<file path="src/rtl/core_mc_if.sv">
// Memory port between core_mc and the memory/MMIO arbiter: a single request
// held until acknowledged, with read data valid in the ack cycle.
interface core_mc_if #(
    parameter int DATA_W = 16,
    parameter int ADDR_W = 21
);
    logic              mem_req;
    logic              mem_we;
    logic [ADDR_W-1:0] mem_addr;
    logic [DATA_W-1:0] mem_wdata;
    logic [DATA_W-1:0] mem_rdata;
    logic              mem_ack;

    modport master (
        output mem_req, mem_we, mem_addr, mem_wdata,
        input  mem_rdata, mem_ack
    );

    modport slave (
        input  mem_req, mem_we, mem_addr, mem_wdata,
        output mem_rdata, mem_ack
    );
endinterface

</file>
<file path="src/rtl/core_mc.sv">
// Multicycle 16-bit-instruction core: fetch / decode / execute over one
// variable-latency req/ack memory port, with branch, HALT and a register file.
module core_mc #(
    parameter int                DATA_W   = 16,
    parameter int                ADDR_W   = 21,
    parameter int                NUM_REGS = 32,
    parameter logic [ADDR_W-1:0] RESET_PC = ADDR_W'(16'h2800)
) (
    input  logic              clk,
    input  logic              rst,
    core_mc_if.master         bus,
    output logic              halted,
    output logic [ADDR_W-1:0] dbg_pc
);

    typedef enum logic [2:0] {
        S_IDLE = 3'd0,
        S_F1   = 3'd1,
        S_F2   = 3'd2,
        S_EX   = 3'd3,
        S_MEM  = 3'd4,
        S_HALT = 3'd5
    } state_t;

    localparam logic [5:0] OP_AND    = 6'b000000;
    localparam logic [5:0] OP_OR     = 6'b000001;
    localparam logic [5:0] OP_NOT    = 6'b000010;
    localparam logic [5:0] OP_XOR    = 6'b000011;
    localparam logic [5:0] OP_ADDU   = 6'b000100;
    localparam logic [5:0] OP_SUBU   = 6'b000110;
    localparam logic [5:0] OP_JMP    = 6'b100000;
    localparam logic [5:0] OP_LOADL  = 6'b100100;
    localparam logic [5:0] OP_WRITEL = 6'b101100;
    localparam logic [5:0] OP_BEQZ   = 6'b110100;
    localparam logic [5:0] OP_HALT   = 6'b111111;

    function automatic logic is_alu(input logic [5:0] op);
        case (op)
            OP_AND, OP_OR, OP_NOT, OP_XOR, OP_ADDU, OP_SUBU: is_alu = 1'b1;
            default:                                         is_alu = 1'b0;
        endcase
    endfunction

    state_t            state_r;
    logic [ADDR_W-1:0] pc_r;
    logic [15:0]       ir_r;
    logic [ADDR_W-1:0] addr_r;
    logic              mem_req_r;
    logic              mem_we_r;
    logic [ADDR_W-1:0] mem_addr_r;
    logic [DATA_W-1:0] mem_wdata_r;
    logic              halted_r;
    // Entries at or above NUM_REGS are never written, so they always read 0.
    logic [DATA_W-1:0] regs_r [32];

    logic [5:0]        op_s;
    logic [5:0]        fetch_op_s;
    logic [4:0]        ra_idx_s;
    logic [4:0]        rb_idx_s;
    logic              ra_ok_s;
    logic [DATA_W-1:0] ra_val_s;
    logic [DATA_W-1:0] rb_val_s;
    logic [DATA_W-1:0] alu_s;
    logic [20:0]       addr_full_s;
    logic [ADDR_W-1:0] pc_inc_s;

    // Decode of the latched instruction, operand read and ALU result.
    always_comb begin
        op_s        = ir_r[15:10];
        ra_idx_s    = ir_r[9:5];
        rb_idx_s    = ir_r[4:0];
        fetch_op_s  = bus.mem_rdata[15:10];
        ra_ok_s     = (int'(ra_idx_s) < NUM_REGS);
        ra_val_s    = regs_r[ra_idx_s];
        rb_val_s    = regs_r[rb_idx_s];
        addr_full_s = {ir_r[4:0], bus.mem_rdata[15:0]};
        pc_inc_s    = pc_r + ADDR_W'(1);
        case (op_s)
            OP_AND:  alu_s = ra_val_s & rb_val_s;
            OP_OR:   alu_s = ra_val_s | rb_val_s;
            OP_NOT:  alu_s = ~rb_val_s;
            OP_XOR:  alu_s = ra_val_s ^ rb_val_s;
            OP_ADDU: alu_s = ra_val_s + rb_val_s;
            OP_SUBU: alu_s = ra_val_s - rb_val_s;
            default: alu_s = ra_val_s;
        endcase
    end

    // Sequencer: every output is a flop updated on the transition into its state.
    always_ff @(posedge clk or posedge rst) begin
        if (rst) begin
            state_r     <= S_IDLE;
            pc_r        <= RESET_PC;
            ir_r        <= 16'h0000;
            addr_r      <= '0;
            mem_req_r   <= 1'b0;
            mem_we_r    <= 1'b0;
            mem_addr_r  <= '0;
            mem_wdata_r <= '0;
            halted_r    <= 1'b0;
            for (int i = 0; i < 32; i++) begin
                regs_r[i] <= '0;
            end
        end else begin
            case (state_r)
                S_IDLE: begin
                    state_r    <= S_F1;
                    mem_req_r  <= 1'b1;
                    mem_we_r   <= 1'b0;
                    mem_addr_r <= pc_r;
                end
                S_F1: begin
                    if (bus.mem_ack) begin
                        ir_r <= bus.mem_rdata[15:0];
                        pc_r <= pc_inc_s;
                        if (fetch_op_s == OP_HALT) begin
                            state_r   <= S_HALT;
                            mem_req_r <= 1'b0;
                            halted_r  <= 1'b1;
                        end else if (fetch_op_s[5]) begin
                            state_r    <= S_F2;
                            mem_addr_r <= pc_inc_s;
                        end else if (is_alu(fetch_op_s)) begin
                            state_r   <= S_EX;
                            mem_req_r <= 1'b0;
                        end else begin
                            // One-word NOP: keep the request up for the next word.
                            mem_addr_r <= pc_inc_s;
                        end
                    end
                end
                S_F2: begin
                    if (bus.mem_ack) begin
                        addr_r    <= addr_full_s[ADDR_W-1:0];
                        pc_r      <= pc_inc_s;
                        state_r   <= S_EX;
                        mem_req_r <= 1'b0;
                    end
                end
                S_EX: begin
                    state_r    <= S_F1;
                    mem_req_r  <= 1'b1;
                    mem_addr_r <= pc_r;
                    case (op_s)
                        OP_JMP: begin
                            pc_r       <= addr_r;
                            mem_addr_r <= addr_r;
                        end
                        OP_BEQZ: begin
                            if (ra_val_s == '0) begin
                                pc_r       <= addr_r;
                                mem_addr_r <= addr_r;
                            end
                        end
                        OP_LOADL, OP_WRITEL: begin
                            state_r     <= S_MEM;
                            mem_addr_r  <= addr_r;
                            mem_we_r    <= (op_s == OP_WRITEL);
                            mem_wdata_r <= ra_val_s;
                        end
                        default: begin
                            if (is_alu(op_s) && ra_ok_s) begin
                                regs_r[ra_idx_s] <= alu_s;
                            end
                        end
                    endcase
                end
                S_MEM: begin
                    if (bus.mem_ack) begin
                        if (!mem_we_r && ra_ok_s) begin
                            regs_r[ra_idx_s] <= bus.mem_rdata;
                        end
                        state_r    <= S_F1;
                        mem_we_r   <= 1'b0;
                        mem_addr_r <= pc_r;
                    end
                end
                S_HALT: begin
                    mem_req_r <= 1'b0;
                    halted_r  <= 1'b1;
                end
                default: begin
                    state_r   <= S_IDLE;
                    mem_req_r <= 1'b0;
                    mem_we_r  <= 1'b0;
                end
            endcase
        end
    end

    assign bus.mem_req   = mem_req_r;
    assign bus.mem_we    = mem_we_r;
    assign bus.mem_addr  = mem_addr_r;
    assign bus.mem_wdata = mem_wdata_r;
    assign halted        = halted_r;
    assign dbg_pc        = pc_r;

endmodule

</file>
<file path="src/flat_wrapper.sv">
// flat-port wrapper written by rule: the top's interface ports become plain ports
module core_mc_flat 
#(
    parameter int                DATA_W   = 16,
    parameter int                ADDR_W   = 21,
    parameter int                NUM_REGS = 32,
    parameter logic [ADDR_W-1:0] RESET_PC = ADDR_W'(16'h2800)
)
  (clk, rst, halted, dbg_pc, bus_mem_req, bus_mem_we, bus_mem_addr, bus_mem_wdata, bus_mem_rdata, bus_mem_ack);
  core_mc_if #(.DATA_W(DATA_W), .ADDR_W(ADDR_W)) bus_i ();
  input  logic clk;
  input  logic rst;
  output logic halted;
  output logic [ADDR_W-1:0] dbg_pc;
  output wire logic [$bits(bus_i.mem_req)-1:0] bus_mem_req;
  output wire logic [$bits(bus_i.mem_we)-1:0] bus_mem_we;
  output wire logic [$bits(bus_i.mem_addr)-1:0] bus_mem_addr;
  output wire logic [$bits(bus_i.mem_wdata)-1:0] bus_mem_wdata;
  input wire logic [$bits(bus_i.mem_rdata)-1:0] bus_mem_rdata;
  input wire logic [$bits(bus_i.mem_ack)-1:0] bus_mem_ack;
  assign bus_mem_req = bus_i.mem_req;
  assign bus_mem_we = bus_i.mem_we;
  assign bus_mem_addr = bus_i.mem_addr;
  assign bus_mem_wdata = bus_i.mem_wdata;
  assign bus_i.mem_rdata = bus_mem_rdata;
  assign bus_i.mem_ack = bus_mem_ack;
  core_mc #(.DATA_W(DATA_W), .ADDR_W(ADDR_W), .NUM_REGS(NUM_REGS), .RESET_PC(RESET_PC)) u_core (.clk(clk), .rst(rst), .bus(bus_i), .halted(halted), .dbg_pc(dbg_pc));
endmodule
</file>
<file path="config.mk">
export PLATFORM = sky130hd
export DESIGN_NAME = core_mc_flat
export DESIGN_NICKNAME = d
export VERILOG_FILES = /design/src/rtl/core_mc_if.sv /design/src/rtl/core_mc.sv /design/src/flat_wrapper.sv
export SDC_FILE = /design/constraint.sdc
export NUM_CORES = 2
export LEC_CHECK = 0
export ABC_AREA = 1
export CORE_MARGIN = 5
export CORE_UTILIZATION = 53
export DETAILED_ROUTE_END_ITERATION = 8
export HOLD_SLACK_MARGIN = 0.02
export PLACE_DENSITY_LB_ADDON = 0.3
export SYNTH_ARGS = -nofsm -noshare
export SYNTH_HDL_FRONTEND = slang
export SYNTH_SLANG_ARGS = --single-unit
</file>
<file path="constraint.sdc">
create_clock -name clk -period 29.8 [get_ports clk]
set_input_delay 5.96 -clock clk [delete_from_list [all_inputs] [get_ports clk]]
set_output_delay 5.96 -clock clk [all_outputs]
set_load 0.02 [all_outputs]
</file>
==> summary.md <==
| Metric | Value |
|---|---|
| Post-Synthesis Cells | `5340` |
| Largest net degree at the start of global routing | `174` |
| Grt ovf | `0` |
| Sw Pwr | `2.88 mW` |
| Post-route ant nets | `0` |
| RSZ-0062 raised after global routing | `no` |
| Worst relative slew slack | `0.206` |
| Mapped Area | `37400 µm²` |
| Area delta synth->final | `9.44%` |
| Most frequent cells in the layout | `nand2_1 (1327), nand3_1 (758), dfrtp_1 (608), inv_1 (560), o21ai_0 (523)` |
| Die X | `276 µm` |
| Routed length per instance | `21.9 µm` |
| CTS Root Cell | `clkbuf_16` |
| R2R setup slack | `22.57 ns` |
| Fin area | `40900 µm²` |
| Synthesized flop and latch total | `613` |
| Worst Skew | `0.0303 ns` |
| Leak pwr | `20.3 nW` |
| TNS Setup | `0 ns` |
| Critical path class | `input port to asynchronous set/reset pin` |
| Yosys top cell area share | `0.409` |
| Synth cell types | `46` |
| Port bufs | `79` |
| Die Height | `276 µm` |
| Hold wc startpoint | `u_core.halted` |
| Final nets | `5252` |
| Vias after detailed routing | `38502` |
| Worst hold path class | `flop to flop` |
| Setup crit start | `rst` |
| Std-Cell Rows | `97` |
| Least-Margin Pin Slew | `1.19 ns` |
| Worst vdd ir | `137 µV` |
| Sequential share of power | `0.262` |
| H-tree Lvls | `3` |
| P_int | `2.57 mW` |
| Post-CTS Setup Bufs | `0` |
| Post-route clock period utilization | `0.286` |
| Final Slew Violations | `0` |
| Share of layout cells above drive strength 1 | `0.0500` |
| CTS tree | `built` |
| Worst Path Max Fanout | `122` |
| First-pass DRT Iterations | `8` |
| GRT Util Overall | `0.348` |
| RePlAce Congestion | `0.945` |
| Core footprint | `70000 µm²` |
| DRC | `0` |
| F_max | `117 MHz` |
| Worst Path Required | `30.26 ns` |
| Crit path capture type | `asynchronous set/reset pin` |
| Placed instance area | `38600 µm²` |
| Worst reg2reg path startpoint | `u_core.ir_r[0]` |
| Max-cap viol count | `0` |
| Clk buf depth | `3` |
| DRT Wirelength | `135000 µm` |
| DR iter-0 viols | `5773` |
| Initial antenna violation count | `0` |
| Dpl ws | `20.51 ns` |
| Syn_area_per_cell | `7.00 µm²` |
| Total I/O pin count | `80` |
| Commonest non-fill, non-tap cell in the layout | `nand2_1` |
| Fin. Hold Viols | `0` |
| Post-CTS Resized | `0` |
| Die area | `76000 µm²` |
| Clk sinks | `613` |
| Worst skew pair latency | `0.64 ns` |
| Min Hold Slack | `0.476 ns` |
| Ant. Diodes | `0` |
| Vias per std cell | `6.23` |
| Starting Density | `0.534` |
| Combinational share of power | `0.574` |
| PD cells | `133 nW/µm²` |
| CP arrival | `8.99 ns` |
| Largest area contributor in the netlist | `dfrtp_1` |
| Final WS setup | `21.28 ns` |
| Outcome | `finished, final reports clean` |
| Synth Net Count | `5410` |
| Largest cells by area after synthesis | `dfrtp_1 (41%), nand2_1 (13%), nand3_1 (10%)` |
| Yosys warning count | `0` |
| Clk network pwr share | `0.164` |
| Worst setup SP type | `input port` |
| First-pass GRT wire length | `208000 µm` |
| Vias in the first global route | `36010` |
| Final Critical Period | `8.52 ns` |
| Sw Ratio | `0.529` |
| Final setup fails | `0` |
| Sequential-to-total area share from yosys stat | `0.410` |
| Total CTS buffers | `71` |
| CTS clk-pin slew, worst paths | `0.06 ns` |
| Placed wire-length estimate | `82900 µm` |
| CTS Hold Bufs | `0` |
final timing paths:
kind                                       to  cells after the start
setup / recovery               u_core.ir_r[0]                      4
hold / removal                  u_core.halted                      2
setup reg to reg           u_core.regs_r[463]                     28
hold reg to reg                 u_core.halted                      2
max in group clk           u_core.regs_r[336]                      9
min in group asynchronous  u_core.regs_r[448]                      2
power by group through the flow:
stage / combinational [mW] / clock [mW] / sequential (mW)
finish: 3.13 / 0.893 / 1.43
global route: 3.37 / 0.931 / 1.46
global placement: 2.96 / 0 / 1.41
CTS: 3.03 / 0.894 / 1.41
detailed placement: 3.01 / 0 / 1.42
floorplan: 2.03 / 0 / 1.38
area by class of cell:
cell class | count | area, µm²
Fill cell | 6507 | 29100
Sequential cell | 613 | 15400
Clock inverter | 23 | 258
Timing Repair Buffer | 180 | 1570
Multi-Input combinational cell | 3741 | 18300
Clock buffer | 105 | 2100
Inverter | 575 | 2180
Tap cell | 940 | 1180
through the flow:
| stage | total power, mW | util | instances |
|---|---|---|---|
| finish | 5.45 | 0.584 | 6177 |
| global route | 5.76 | 0.584 | 6177 |
| CTS | 5.34 | 0.584 | 6177 |
| detailed placement | 4.43 | 0.551 | 6049 |
| global placement | 4.38 | 0.551 | 6049 |
| floorplan | 3.41 | - | 5340 |
cell families (layout without fill, tap and decap cells):
logic type | after synthesis | count (layout) | synth area share
compound gates | 1176 | 1176 | 0.182
fa+ha+maj | 51 | 51 | 0.0173
buf+inv | 986 | 883 | 0.104
simple gates | 2486 | 2486 | 0.280
xor+xnor | 28 | 28 | 0.00656
flops | 613 | 613 | 0.410
cell usage after synthesis (all sizes together):
cell,number
a311oi,1
inv,568
a211oi,2
a22oi,113
o2111ai,5
ha,50
clkbuf,234
buf,177
o22ai,166
dfstp,2
o211ai,15
o221ai,5
or2,30
o2111a,1
nand2,1333
o21a,14
a41oi,1
o21ai,584
xor2,26
nor3,23
o21bai,6
nand4,13
nand2b,1
nand3,758
nand3b,2
a2bb2oi,63
xnor2,2
nor2,321
dfrtp,611
a31oi,2
clkinv,7
a21oi,183
a221oi,12
nor4,5
fa,1
o31ai,3
per-layer routing:
layer  vias up  track usage  part of all wire
li1      17352            -                 -
met1     18010        0.454              0.38
met2      2576        0.533              0.44
met3       564       0.0710              0.11
met4         0        0.216             0.070
met5         -            0                 0
sequential cells by signal (all words and copies together) (netlist names):
register,count
u_core.bus.mem_we,1
u_core.bus.mem_wdata,16
u_core.dbg_pc,21
u_core.state_r,3
u_core.bus.mem_req,1
u_core.ir_r,16
u_core.addr_r,21
u_core.bus.mem_addr,21
u_core.regs_r,512
u_core.halted,1
worst max-delay path, stage by stage:
cell and delay, ns:
clkdlybuf4s50_1 0.49, inv_8 0.64, buf_4 0.82, buf_4 0.92
(Power assumes the default switching activity.)
